--- src/rtl/sram_arb.sv ---
// Two-port SRAM issue arbiter (RR or fixed prio) with in-order read-tag FIFO for return steering.
// Zero-latency combinational issue path; mN_ready follows sram_ready; reads stall on full tag FIFO.
module sram_arb #(
   parameter int TAG_DEPTH  = 4,
   parameter bit FIXED_PRIO = 1'b0
) (
   input  logic        clk,
   input  logic        reset_,
   input  logic        m0_req,
   output logic        m0_ready,
   input  logic        m0_rd,
   input  logic [17:0] m0_addr,
   input  logic [1:0]  m0_be,
   input  logic [15:0] m0_wr_data,
   output logic        m0_rd_data_vld,
   input  logic        m1_req,
   output logic        m1_ready,
   input  logic        m1_rd,
   input  logic [17:0] m1_addr,
   input  logic [1:0]  m1_be,
   input  logic [15:0] m1_wr_data,
   output logic        m1_rd_data_vld,
   output logic [15:0] rd_data,
   output logic        sram_req,
   input  logic        sram_ready,
   output logic        sram_rd,
   output logic [17:0] sram_addr,
   output logic [1:0]  sram_be,
   output logic [15:0] sram_wr_data,
   input  logic        sram_rd_data_vld,
   input  logic [15:0] sram_rd_data,
   output logic        arb_err
);

   localparam int PW = $clog2(TAG_DEPTH);

   typedef struct packed {
      logic        rd;
      logic [17:0] addr;
      logic [1:0]  be;
      logic [15:0] wr_data;
   } req_t;

   logic [PW:0]          r_wr_ptr;
   logic [PW:0]          r_rd_ptr;
   logic [TAG_DEPTH-1:0] r_tags;
   logic                 r_last_grant;
   logic                 r_arb_err;

   logic w_full, w_empty, w_elig0, w_elig1;
   logic w_gnt_vld, w_gnt, w_accept, w_push, w_pop, w_head;
   req_t w_m0, w_m1, w_sel;

   assign w_full  = (r_wr_ptr[PW] != r_rd_ptr[PW]) &&
                    (r_wr_ptr[PW-1:0] == r_rd_ptr[PW-1:0]);
   assign w_empty = (r_wr_ptr == r_rd_ptr);

   // Full blocks reads only; uses registered full so a same-cycle pop does not help.
   assign w_elig0 = m0_req & (~m0_rd | ~w_full);
   assign w_elig1 = m1_req & (~m1_rd | ~w_full);

   always_comb begin
      w_gnt_vld = w_elig0 | w_elig1;
      w_gnt     = 1'b0;
      if (w_elig0 && w_elig1)
         w_gnt = FIXED_PRIO ? 1'b0 : ~r_last_grant;
      else if (w_elig1)
         w_gnt = 1'b1;
   end

   assign w_m0  = '{rd: m0_rd, addr: m0_addr, be: m0_be, wr_data: m0_wr_data};
   assign w_m1  = '{rd: m1_rd, addr: m1_addr, be: m1_be, wr_data: m1_wr_data};
   assign w_sel = w_gnt ? w_m1 : w_m0;

   assign sram_req     = w_gnt_vld;
   assign sram_rd      = w_sel.rd;
   assign sram_addr    = w_sel.addr;
   assign sram_be      = w_sel.be;
   assign sram_wr_data = w_sel.wr_data;

   assign m0_ready = sram_ready & sram_req & ~w_gnt;
   assign m1_ready = sram_ready & sram_req &  w_gnt;

   assign w_accept = sram_req & sram_ready;
   assign w_push   = w_accept & w_sel.rd;
   assign w_pop    = sram_rd_data_vld & ~w_empty;
   assign w_head   = r_tags[r_rd_ptr[PW-1:0]];

   assign m0_rd_data_vld = w_pop & ~w_head;
   assign m1_rd_data_vld = w_pop &  w_head;
   assign rd_data        = sram_rd_data;
   assign arb_err        = r_arb_err;

   always_ff @(posedge clk or negedge reset_) begin
      if (!reset_) begin
         r_wr_ptr     <= '0;
         r_rd_ptr     <= '0;
         r_tags       <= '0;
         r_last_grant <= 1'b1;
         r_arb_err    <= 1'b0;
      end else begin
         if (w_accept)
            r_last_grant <= w_gnt;
         if (w_push) begin
            r_tags[r_wr_ptr[PW-1:0]] <= w_gnt;
            r_wr_ptr                 <= r_wr_ptr + 1'b1;
         end
         if (w_pop)
            r_rd_ptr <= r_rd_ptr + 1'b1;
         if (sram_rd_data_vld && w_empty)
            r_arb_err <= 1'b1;
      end
   end

endmodule
--- config.mk ---
export PLATFORM = sky130hd
export DESIGN_NAME = sram_arb
export DESIGN_NICKNAME = d
export VERILOG_FILES = /design/src/rtl/sram_arb.sv
export SDC_FILE = /design/constraint.sdc
export NUM_CORES = 1
export LEC_CHECK = 0
export CELL_PAD_IN_SITES_DETAIL_PLACEMENT = 1
export CELL_PAD_IN_SITES_GLOBAL_PLACEMENT = 2
export CORE_AREA = 2 2 102 104
export DETAILED_ROUTE_END_ITERATION = 8
export DIE_AREA = 0 0 104 106
export PLACE_DENSITY_LB_ADDON = 0.3
export RECOVER_POWER = 50
export SLEW_MARGIN = 20
export SYNTH_ARGS = -nofsm -noshare
export SYNTH_HDL_FRONTEND = slang
export SYNTH_SLANG_ARGS = --single-unit
--- constraint.sdc ---
create_clock -name clk -period 3.4 [get_ports clk]
set_input_delay 1.02 -clock clk [delete_from_list [all_inputs] [get_ports clk]]
set_output_delay 1.02 -clock clk [all_outputs]
set_load 0.1 [all_outputs]
==> metrics.md <==
| Metric | Value |
|---|---|
| Status | `finished, violations left` |
| Violated checks | `setup timing` |
| Routed vias/inst | `3.73` |
| DP Worst Slack | `-0.436 ns` |
| CP max FO | `6` |
| Die H | `106 microns` |
| Worst clock skew | `0.00234 ns` |
| Max-Cap Viols | `0` |
| Setup tns final | `-0.0471 ns` |
| CTS tree | `built` |
| Unrepaired setup endpoints after global routing | `yes` |
| #FFs+latches synth | `12` |
| Slew HR | `0.227` |
| Iter 0 DRT Violations | `23` |
| Antenna Cells | `0` |
| H-tree levels | `1` |
| Clk network pwr share | `0.053` |
| Final WL | `6.07 mm` |
| Switching Fraction | `0.526` |
| Tcrit/Tclk final | `1.00` |
| DP HPWL | `4.96 mm` |
| All-Layer GR Usage | `0.106` |
| Worst path slowest cell | `o41ai_4` |
| Pin count of the biggest net entering global routing | `13` |
| Pleak | `1.53 nW` |
| Sequential Power Share | `0.097` |
| Std-Cell Rows | `37` |
| Filler cell count | `1079` |
| CTS Buf Count | `3` |
| P_sw | `0.00157 W` |
| First drt pass iteration count | `2` |
| P per Cell Area | `846 nW/um^2` |
| Net Count, Synth | `221` |
| Crit start category | `primary input` |
| Routability cong. | `0.648` |
| CP cell instances | `buf_8 > inv_4 > o41ai_4 > a31oi_4 > buf_12 > buf_12 > mux2_4 > buf_12` |
| P&R area growth vs syn | `159%` |
| Worst path most repeated cell | `buf_12` |
| Max incr delay on CP | `0.37 ns` |
| CTS Buffer Depth | `2` |
| DRC | `0` |
| Global route total overflow | `0` |
| Worst Tran Pin Value | `1.16 ns` |
| Ys Warns | `0` |
| WL/cell | `15.9 microns` |
| First-pass GRT wire length | `8.89 mm` |
| Critical path endpoint category | `output pin` |
| Min Clock Period, post-route | `3.41 ns` |
| VDD IR max | `0.263 mV` |
| CP Data Required Time | `2.38 ns` |
| I/O Buffers | `122` |
| Vias | `1427` |
| Share of cells above drive strength 1 | `0.522` |
| Core area | `10000 sq um` |
| Nets | `349` |
| Cell Int Power | `0.00142 W` |
| Ports | `155` |
| Initial antenna violation count | `0` |
| Count of different cell masters after synthesis | `33` |
| Final setup fails | `18` |
| Die Span X | `104 microns` |
| Combinational power share | `0.850` |
| Maximum clock frequency | `0.294 GHz` |
| Hold WC Path Type | `reg -> reg` |
| Vias in the first global route | `1462` |
| Number of hold-repair buffers added at the cts stage | `0` |
| Clk Latency, worst-skew pair | `0.24 ns` |
| Antenna viol nets, final | `0` |
| Mapped cell area | `1360 sq um` |
| Die Area | `11000 sq um` |
| Setup WS post-layout | `-0.00706 ns` |
| Post-synthesis cell count | `120` |
| Clock sinks | `12` |
| Final hold viol count | `0` |
| Critical path type | `in -> out` |
| Syn_area_per_cell | `11.4 sq um` |
| Initial Utilization | `0.136` |
| Worst-path clk slew | `0.05 ns` |
| Post-synthesis sequential area ratio | `0.221` |
| Fin. max-slew vios | `0` |
| Root buffer cell | `clkbuf_8` |
| Crit path DAT | `2.39 ns` |
[Yosys cell counts, drive strengths merged]
master,n,area [sq um]
mux2,41,480
buf,20,169
dfrtp,11,275
ha,5,62.6
inv,5,18.8
nand3,5,30.0
nand2,4,15.0
xnor2,4,35.0
and2,3,20.0
nor2,3,11.3
xor2,3,41.3
a21o,2,15.0
o311ai,2,35.0
o41ai,2,25.0
a21boi,1,11.3
a22o,1,8.76
a31oi,1,21.3
dfstp,1,26.3
mux4,1,26.3
nand2b,1,6.26
nor2b,1,6.26
nor3,1,10.0
nor3b,1,7.51
o21ai,1,5.00
[layout make-up]
cell class              count  area (sq um)  area share
clock buffers               4          55.1      0.0156
flip-flops and latches     12           307      0.0867
inverters                   5          21.3     0.00602
multi-input cells          83          1040       0.295
well taps                 136           170      0.0481
repair buffers            143          1940       0.549
[through the flow]
step | util | hold WS (ns) | std cells | power [W] | cell area (sq um)
final | 0.353 | 0.459 | 383 | 0.00299 | 3530
after global routing | 0.353 | 0.497 | 383 | 0.00311 | 3530
after CTS | 0.353 | 0.467 | 382 | 0.00303 | 3530
after detailed placement | 0.327 | 0.454 | 371 | 0.00265 | 3270
after global placement | 0.327 | 0.441 | 371 | 0.00262 | 3270
after floorplan | - | 0.456 | 120 | 0.00191 | 1500
[kinds of logic after synthesis]
kind of cell | count (synthesis) | synth area share
AND/OR/NAND/NOR | 19 | 0.0781
AO/OA/AOI/OAI | 10 | 0.0891
multiplexers | 42 | 0.372
flip-flops | 12 | 0.221
adder cells (fa/ha/maj) | 5 | 0.0459
XOR/XNOR | 7 | 0.0560
buffers and inverters | 25 | 0.138
[path summary, 6_finish.rpt]
check                                  from             to  slack, ns  cells after the start
worst max-delay path                  m1_rd  sram_addr[15]     -0.007                      8
worst min-delay path                arb_err        arb_err       0.46                      1
worst max register to register  r_wr_ptr[1]      r_tags[0]       1.24                      7
worst min register to register      arb_err        arb_err       0.46                      1
max in group asynchronous            reset_    r_rd_ptr[1]       1.74                      1
min in group asynchronous            reset_      r_tags[0]       1.23                      1
[power groups by stage]
stage | Sequential [W] | Combinational, W | Clock (W)
final | 0.000291 | 0.00254 | 0.000158
after global routing | 0.000303 | 0.00264 | 0.000170
after CTS | 0.000296 | 0.00256 | 0.000166
after detailed placement | 0.000297 | 0.00235 | 0
after global placement | 0.000294 | 0.00233 | 0
after floorplan | 0.000315 | 0.00159 | 0
[critical path, delay by kind of cell]
kind                   cells  cell delay (ns)
buffers and inverters      5             0.60
AO/OA/AOI/OAI              2             0.45
multiplexers               1             0.31
[sequential cells by signal (all words and copies together) (netlist names)]
name and cells:
r_tags 4, r_rd_ptr 3, r_last_grant 1, r_wr_ptr 3, arb_err 1
[cell usage in the layout (no fill, tap or decap), types with 2 or more instances in the layout]
master / n
clkdlybuf4s50_1: 74
buf_12: 45
mux2_4: 37
buf_4: 13
dfrtp_1: 7
ha_1: 5
inv_1: 4
nand3_1: 4
clkbuf_8: 4
buf_16: 4
dfrtp_2: 4
xnor2_1: 3
mux2_1: 3
xor2_2: 2
nand2_1: 2
a21o_1: 2
and2_2: 2
dlygate4sd2_1: 2
[per-layer routing]
layer	GRT usage	vias up	routed length (microns)
li1	-	669	-
met1	0.119	699	2320
met2	0.195	55	3360
met3	0.0313	4	345
met4	0.0261	0	51
met5	0	-	0
[repair_timing]
action                                  in CTS  in global routing
pin swaps                                    2                  0
endpoints found under the setup margin      40                 36
resized for setup                           25                  2
setup buffers                                2                  1
gates cloned                                 5                  0
Power figures use the tool's default switching activity.
